[src/rtl/mnv3_layer_sequencer.sv]
// Descriptor-driven layer sequencer: per layer fetch, weight load, issue, run, with watchdog and abort.
// Optional per-layer cycle counters enabled by defining MNV3_SEQ_PERF_COUNTERS_EN.
module mnv3_layer_sequencer #(
   parameter  int MAX_LAYERS = 32,
   parameter  int DESC_WIDTH = 64,
   parameter  int TIMEOUT_W  = 24,
   localparam int LW         = $clog2(MAX_LAYERS)
) (
   input  logic                  clk,
   input  logic                  rst_n,
   input  logic                  cfg_we,
   input  logic [LW-1:0]         cfg_addr,
   input  logic [DESC_WIDTH-1:0] cfg_wdata,
   input  logic [LW:0]           num_layers,
   input  logic [TIMEOUT_W-1:0]  timeout_limit,
   input  logic                  start,
   input  logic                  abort,
   output logic                  wl_req,
   output logic [DESC_WIDTH-1:0] wl_desc,
   input  logic                  wl_ack,
   output logic                  run_valid,
   input  logic                  run_ready,
   output logic [DESC_WIDTH-1:0] run_desc,
   input  logic                  run_done,
   output logic [LW-1:0]         layer_idx,
   output logic                  busy,
   output logic                  done,
   output logic                  error,
   output logic [1:0]            err_code,
   input  logic [LW-1:0]         perf_addr,
   output logic [31:0]           perf_data
);

   localparam logic [2:0] S_IDLE  = 3'd0;
   localparam logic [2:0] S_FETCH = 3'd1;
   localparam logic [2:0] S_LOAD  = 3'd2;
   localparam logic [2:0] S_ISSUE = 3'd3;
   localparam logic [2:0] S_RUN   = 3'd4;
   localparam logic [2:0] S_NEXT  = 3'd5;
   localparam logic [2:0] S_DONE  = 3'd6;
   localparam logic [2:0] S_ERROR = 3'd7;

   localparam logic [LW:0] MAX_N = (LW+1)'(MAX_LAYERS);

   logic [2:0]            state, state_nxt;
   logic [LW-1:0]         last_idx;
   logic [TIMEOUT_W-1:0]  tlim, wd_cnt;
   logic [DESC_WIDTH-1:0] cur_desc;
   logic [DESC_WIDTH-1:0] desc_mem [MAX_LAYERS];
   logic                  error_r;
   logic [1:0]            err_code_r;
   logic                  wd_hit;
   logic                  start_ok;
   logic [LW:0]           n_eff;

   assign start_ok = (state == S_IDLE) && start && !abort;
   assign n_eff    = (num_layers > MAX_N) ? MAX_N : num_layers;
   assign wd_hit   = (tlim != '0) && (wd_cnt == tlim);

   assign wl_req    = (state == S_LOAD);
   assign run_valid = (state == S_ISSUE);
   assign busy      = (state != S_IDLE);
   assign done      = (state == S_DONE);
   assign wl_desc   = cur_desc;
   assign run_desc  = cur_desc;
   assign error     = error_r;
   assign err_code  = err_code_r;

   // Descriptor storage has no reset; writes only land while idle.
   always_ff @(posedge clk) begin
      if (cfg_we && (state == S_IDLE))
         desc_mem[cfg_addr] <= cfg_wdata;
   end

   // Completion is tested before the watchdog so a same-cycle completion wins.
   always_comb begin
      state_nxt = state;
      if (abort) begin
         state_nxt = S_IDLE;
      end else begin
         case (state)
            S_IDLE:  if (start) state_nxt = (num_layers == '0) ? S_ERROR : S_FETCH;
            S_FETCH: state_nxt = desc_mem[layer_idx][0] ? S_ISSUE : S_LOAD;
            S_LOAD: begin
               if (wl_ack)      state_nxt = S_ISSUE;
               else if (wd_hit) state_nxt = S_ERROR;
            end
            S_ISSUE: begin
               if (run_ready)   state_nxt = S_RUN;
               else if (wd_hit) state_nxt = S_ERROR;
            end
            S_RUN: begin
               if (run_done)    state_nxt = S_NEXT;
               else if (wd_hit) state_nxt = S_ERROR;
            end
            S_NEXT:  state_nxt = (layer_idx == last_idx) ? S_DONE : S_FETCH;
            default: state_nxt = S_IDLE;
         endcase
      end
   end

   always_ff @(posedge clk or negedge rst_n) begin
      if (!rst_n) begin
         state      <= S_IDLE;
         layer_idx  <= '0;
         last_idx   <= '0;
         tlim       <= '0;
         wd_cnt     <= '0;
         cur_desc   <= '0;
         error_r    <= 1'b0;
         err_code_r <= 2'b00;
      end else begin
         state <= state_nxt;
         if (start_ok) begin
            layer_idx  <= '0;
            last_idx   <= LW'(n_eff - (LW+1)'(1));
            tlim       <= timeout_limit;
            error_r    <= (num_layers == '0);
            err_code_r <= (num_layers == '0) ? 2'b11 : 2'b00;
         end
         if (state == S_FETCH)
            cur_desc <= desc_mem[layer_idx];
         if ((state != S_IDLE) && (state_nxt == S_ERROR)) begin
            error_r    <= 1'b1;
            err_code_r <= (state == S_LOAD) ? 2'b01 : 2'b10;
         end
         // ISSUE and RUN share one watchdog window: cleared only on ISSUE entry.
         if (((state_nxt == S_LOAD) && (state != S_LOAD)) ||
             ((state_nxt == S_ISSUE) && (state != S_ISSUE)))
            wd_cnt <= '0;
         else if ((state == S_LOAD) || (state == S_ISSUE) || (state == S_RUN))
            wd_cnt <= wd_cnt + TIMEOUT_W'(1);
         if ((state == S_NEXT) && (state_nxt == S_FETCH))
            layer_idx <= layer_idx + LW'(1);
      end
   end

`ifdef MNV3_SEQ_PERF_COUNTERS_EN
   logic [31:0] perf_cnt [MAX_LAYERS];
   logic [31:0] perf_q;
   logic        in_layer;

   assign in_layer  = (state == S_FETCH) || (state == S_LOAD) || (state == S_ISSUE) ||
                      (state == S_RUN) || (state == S_NEXT);
   assign perf_data = perf_q;

   always_ff @(posedge clk or negedge rst_n) begin
      if (!rst_n) begin
         for (int unsigned i = 0; i < MAX_LAYERS; i++)
            perf_cnt[i[LW-1:0]] <= '0;
         perf_q <= '0;
      end else begin
         if (start_ok) begin
            for (int unsigned i = 0; i < MAX_LAYERS; i++)
               perf_cnt[i[LW-1:0]] <= '0;
         end else if (in_layer && (perf_cnt[layer_idx] != '1)) begin
            perf_cnt[layer_idx] <= perf_cnt[layer_idx] + 32'd1;
         end
         perf_q <= perf_cnt[perf_addr];
      end
   end
`else
   logic unused_perf_addr;
   assign unused_perf_addr = ^perf_addr;
   assign perf_data        = '0;
`endif

endmodule

[config.mk]
export PLATFORM = sky130hd
export DESIGN_NAME = mnv3_layer_sequencer
export DESIGN_NICKNAME = d
export VERILOG_FILES = /design/src/rtl/mnv3_layer_sequencer.sv
export SDC_FILE = /design/constraint.sdc
export NUM_CORES = 2
export LEC_CHECK = 0
export CAP_MARGIN = 20
export CORE_UTILIZATION = 66
export CTS_BUF_LIST = sky130_fd_sc_hd__clkbuf_8 sky130_fd_sc_hd__clkbuf_16
export CTS_CLUSTER_SIZE = 10
export DETAILED_ROUTE_END_ITERATION = 8
export GPL_ROUTABILITY_DRIVEN = 0
export GPL_TIMING_DRIVEN = 0
export PLACE_DENSITY = 0.88
export SYNTH_ARGS = -nofsm -noshare
export SYNTH_HDL_FRONTEND = slang
export SYNTH_SLANG_ARGS = --single-unit
export TNS_END_PERCENT = 30
[constraint.sdc]
create_clock -name clk -period 8.3 [get_ports clk]
set_clock_uncertainty 0.2 [all_clocks]
set_input_delay 1.66 -clock clk [delete_from_list [all_inputs] [get_ports clk]]
set_output_delay 1.66 -clock clk [all_outputs]
set_load 0.01 [all_outputs]
## After elaboration in Yosys (flattened, before gate mapping)

Memories as Yosys holds them, arrays and structs flattened.
Index checks and enable logic that the tools add are counted.

- Equal/unequal tests: 14
- $add $sub $neg: 3
- Reduce and logical (&&, ||, !) cells: 19
- Magnitude comparators: 1
- Mux-type cells: 23

Operator list:

| kind | number |
|---|---|
| $mux W24 | 2 |
| $add A24 B1 Y24 const B | 1 |
| $eq A24 B24 Y1 | 1 |
| $mux W3 | 8 |
| $reduce_bool A24 Y1 | 1 |
| $pmux W3 S6 | 1 |
| $mux W5 | 3 |
| $eq A3 B2 Y1 const B | 4 |
| $eq A3 B3 Y1 const B | 4 |
| $logic_and A1 B1 Y1 | 8 |
| $mux W2 | 4 |
| $eq A3 B1 Y1 const B | 2 |
| $gt A6 B6 Y1 const B | 1 |
| $logic_not A6 Y1 | 1 |
| $ne A3 B2 Y1 const B | 2 |
| $reduce_bool A2 Y1 | 3 |
| $add A5 B1 Y5 const B | 1 |
| $eq A5 B5 Y1 | 1 |
| $mux W1 | 5 |
| $sub A5 B1 Y5 const B | 1 |
| $logic_not A3 Y1 | 1 |
| $logic_or A1 B1 Y1 | 3 |
| $reduce_bool A3 Y1 | 1 |
| $logic_not A1 Y1 | 1 |

- Memories: 1
- Input bits: 112
- Flip-flop bits (word level): 128
- Memory bits (writable): 2,048

Memory list:

| memory | words | bits a word | read ports | clocked after memory_dff | write ports | line | RTL |
|---|---|---|---|---|---|---|---|
| desc_mem | 32 | 64 | 1 | 0 | 1 | 49 | `logic [DESC_WIDTH-1:0] desc_mem [MAX_LAYERS];` |

## Logic depth before layout (Yosys ltp)

- Depth in word-level cells: 10
- Gate-level depth with buffers: 11
- Mapped depth without buffers: 7

## Least setup slack after synthesis

OpenSTA, ideal clock, no wires.

- Path kind: in2reg
- Start point: input cfg_addr[1]
- End point: memory desc_mem[12][0] (enable)
- Path buffers: 1
- Cell stages on the path: 3
- Data arrival time: 4.899 ns
- Slack: 2.714 ns
- Data required time: 7.614 ns
- Path through: or3_1 -> clkbuf_1 -> nor2_1

RTL lines:

| item | line | RTL |
|---|---|---|
| start: declaration | 12 | `input logic [LW-1:0] cfg_addr,` |
| end: declaration | 49 |  |

No word-level cell before the write port.

## Worst setup path after layout

- Start point: register layer_idx[0]
- End point: register cur_desc[52] (netlist: run_desc[52]) (read register of desc_mem)

- Longest elaborated chain between the ends: 1

Ends and longest elaborated chain:

| item | line | RTL |
|---|---|---|
| start: declaration | 25 | `output logic [LW-1:0] layer_idx,` |
| start signal: assignment | 134 | `layer_idx <= layer_idx + LW'(1);` |
| $mem_v2 Z32 W64 | n/a |  |
| end: declaration | 48 | `logic [DESC_WIDTH-1:0] cur_desc;` |

No other way between the ends.
A chain may end at the register's enable or synchronous reset.

==> metrics.cfg <==
[pwr]
sequentialPowerShare = 0.507
ir_drop_uv = 206
switchingPower_w = 0.00627
clkPwrFrac = 0.399
comb_power_share = 0.095
swShare = 0.251
p_int_w = 0.0187
p_leak_nw = 31.6
power_density_nw_per_um2 = 252

[critical_path]
path_class = reg2reg
path_buf_inv = 4
crit_fanout = 10
worstPathArrival_ps = 5770
cp-end-kind = register
reg2reg_depth = 8
rr_endpoint = run_desc[52]
path_cells = buf_6, buf_2, clkbuf_1, buf_2, mux4_2, mux4_2, mux2i_1, a21oi_1
max_stage_delay_ps = 990
worst_path_max_delay_cell = clkbuf_1
crit_end = run_desc[52]
cp-startpoint = layer_idx[0]
cp.depth = 8
critical_path_required_ps = 8790
reg2reg_slack_ps = 3020
critPathTopFamily = buffers and inverters
cp-start-kind = register
r2r_start = layer_idx[0]

[synth]
synthArstFlopShare = 0.0588
syn_avg_cell_area_sq_um = 22.9
syn-instance-count = 3674
netlist.top_cell.by_area = edfxtp_1
synth_warnings = 0
synth_top_flop_cell = edfxtp_1
synthesis.area_sq_um = 84000
synth.area.top_cells = edfxtp_1 (73%), mux4_2 (17%), dfrtp_1 (3.8%), buf_4 (0.88%), mux2i_1 (0.79%)
synth_top_area_share = 0.732
yosysSeqAreaShare = 0.770
synth_cell_types = 56
synth_edf_count = 2048
ys_seq_elements = 2176

[place]
dpl.hpwl_um = 154000
dp.cells = 5710
placed_cell_area_sq_um = 91300
io_buffers = 246

[clocking]
path_clk_slew_ps = 60
cts_tree = built
clock_latency_ps = 880
postCtsResizedCells = 0
clockRootBuffer = clkbuf_16
clock-sinks = 2176
postCtsHoldBufs = 0
clockBufferDepth = 3
postCtsSetupRepairBufs = 0
cts-htree-levels = 4
numCtsBuffers = 238

[finish]
multiInputGateArea_sq_um = 18100
area_growth_pct = 17.8
fillerInstances = 5481
final_nets = 4456
seq_area_sq_um = 64700
final_layout_size_suffix_gt1_frac = 0.279
final_area_sq_um = 99000
finalNonFillerCells = 6201

[sta]
layout_min_cycle_time_ps = 5280
fin_crit_sh = 0.636
setup_viol_count_final = 0
rsz0062_at_grt = no
relSlewSlack = 0.0576
hold_violations = 0
finalMaxSlewViolations = 0
fin_tns_setup_ps = 0
tightest_slew_ps = 1410
fmax_ghz = 0.189

[grt]
grt_pass1_wl_um = 377000
antenna_found_initial = 17
grt_pass1_vias = 48300
grt_max_degree = 76
track_usage = 0.435
grt_remaining_overflow = 0

[route]
final_antenna_net_count = 0
wl_per_cell_um = 47.4
num_vias = 49600
drc_errors = 0
firstDrtPassIters = 8
drt_wl_total_um = 294000
vias_per_cell = 8.00
drtIter0Drc = 11300

[floorplan]
core_sq_um = 126000
die_w_um = 359
die_h_um = 359
ios = 284
start_util = 0.667
dieArea_sq_um = 129000
num_rows = 130

[outcome]
status = complete, no violations

[flow_run]
maxCapViolCount = 0

[hold_path]
min_path_type = reg2reg

==> cells in the mapped netlist, types with 4 or more instances <==
cell type and number:
a21oi_1 71, a21oi_2 20, and3_1 7, buf_1 17, buf_2 59, buf_4 99
clkbuf_1 101, dfrtp_1 128, edfxtp_1 2048, inv_1 9, mux2_2 5, mux2i_1 66
mux4_2 632, nand2_1 103, nand2b_1 4, nand3_1 16, nand4_1 16, nor2_1 123
nor2b_1 8, nor3_1 6, nor4_1 6, o21ai_0 15, o31ai_1 4, or3_1 5
xnor2_1 42, xor2_1 13
==> layer usage <==
metal	part of all wire	up-vias	global-route usage
met5	0.00082	-	0
met4	0.099	14	0.300
met3	0.16	1916	0.117
met2	0.46	6944	0.673
met1	0.28	24100	0.544
li1	-	16700	-
==> worst register-to-register path, stage by stage, from the launching register on <==
cell	delay [ps]
dfrtp_1	630
buf_6	250
buf_2	460
clkbuf_1	1010
buf_2	730
mux4_2	650
mux4_2	520
mux2i_1	480
a21oi_1	180
==> state kept, by name, indices dropped and copies added, names as in the netlist <==
register	flops
last_idx	5
wd_cnt	24
run_desc	64
tlim	24
err_code	2
error	1
layer_idx	5
state	3
desc_mem	2048
==> cell usage in the layout (no fill, tap or decap), types with 33 or more instances in the layout <==
cell | netlist | routed
xnor2_1 | 42 | 42
inv_1 | 9 | 186
buf_16 | 0 | 36
buf_8 | 0 | 34
dfrtp_1 | 128 | 128
clkbuf_1 | 101 | 100
nor2_1 | 123 | 90
mux4_2 | 632 | 632
buf_12 | 0 | 70
clkbuf_16 | 0 | 247
buf_4 | 99 | 99
mux2i_1 | 66 | 66
a21oi_1 | 71 | 71
edfxtp_1 | 2048 | 2048
clkdlybuf4s50_1 | 0 | 245
buf_2 | 59 | 59
nand2_1 | 103 | 103
nor2_4 | 0 | 33
==> worst min path at each step <==
stage | depth (start not counted) | end | from | slack, ps
2_1_floorplan | 2 | last_idx[4] | last_idx[4] | 270
4_1_cts | 2 | tlim[0] | tlim[0] | 340
6_report | 2 | tlim[0] | tlim[0] | 330
3_5_place_dp | 2 | error | error | 300
5_1_grt | 2 | tlim[0] | tlim[0] | 350
3_3_place_gp | 2 | error | error | 280
==> power by group through the flow <==
| stage | clock network, W | registers [W] | logic, W |
|---|---|---|---|
| 2_1_floorplan | 0 | 0.0128 | 0.000911 |
| 3_3_place_gp | 0 | 0.0128 | 0.00197 |
| 3_5_place_dp | 0 | 0.0128 | 0.00214 |
| 4_1_cts | 0.00968 | 0.0126 | 0.00223 |
| 5_1_grt | 0.0102 | 0.0126 | 0.00242 |
| 6_report | 0.00995 | 0.0126 | 0.00236 |
==> layout make-up <==
class                   count  area share
diodes                     15    0.000379
plain buffers             279      0.0153
clock buffers             243      0.0612
clock inverters           192     0.00882
inverters                  10    0.000379
multi-input cells        1240       0.183
flip-flops and latches   2176       0.654
well taps                1650      0.0209
repair buffers            396      0.0562
==> logic make-up (layout without fill, tap and decap cells) <==
logic type	Yosys count	after routing	share of synthesized area
AO/OA/AOI/OAI	132	132	0.00959
XOR/XNOR	55	55	0.00573
adder cells (fa/ha/maj)	3	3	0.000447
buffers and inverters	289	1120	0.0185
flip-flops	2176	2176	0.770
multiplexers	707	707	0.179
other	1	47	0.0000446
AND/OR/NAND/NOR	311	311	0.0165
==> per-stage QoR <==
stage	hold slack (ps)	setup WS, ps	power [W]	utilization
4_1_cts	338	3320	0.0245	0.780
3_5_place_dp	297	3330	0.0149	0.725
3_3_place_gp	279	-1650	0.0148	0.704
6_report	330	3020	0.0249	0.786
2_1_floorplan	270	2710	0.0137	-
5_1_grt	355	3180	0.0252	0.786
No activity file was read; power rests on OpenSTA's default activity.
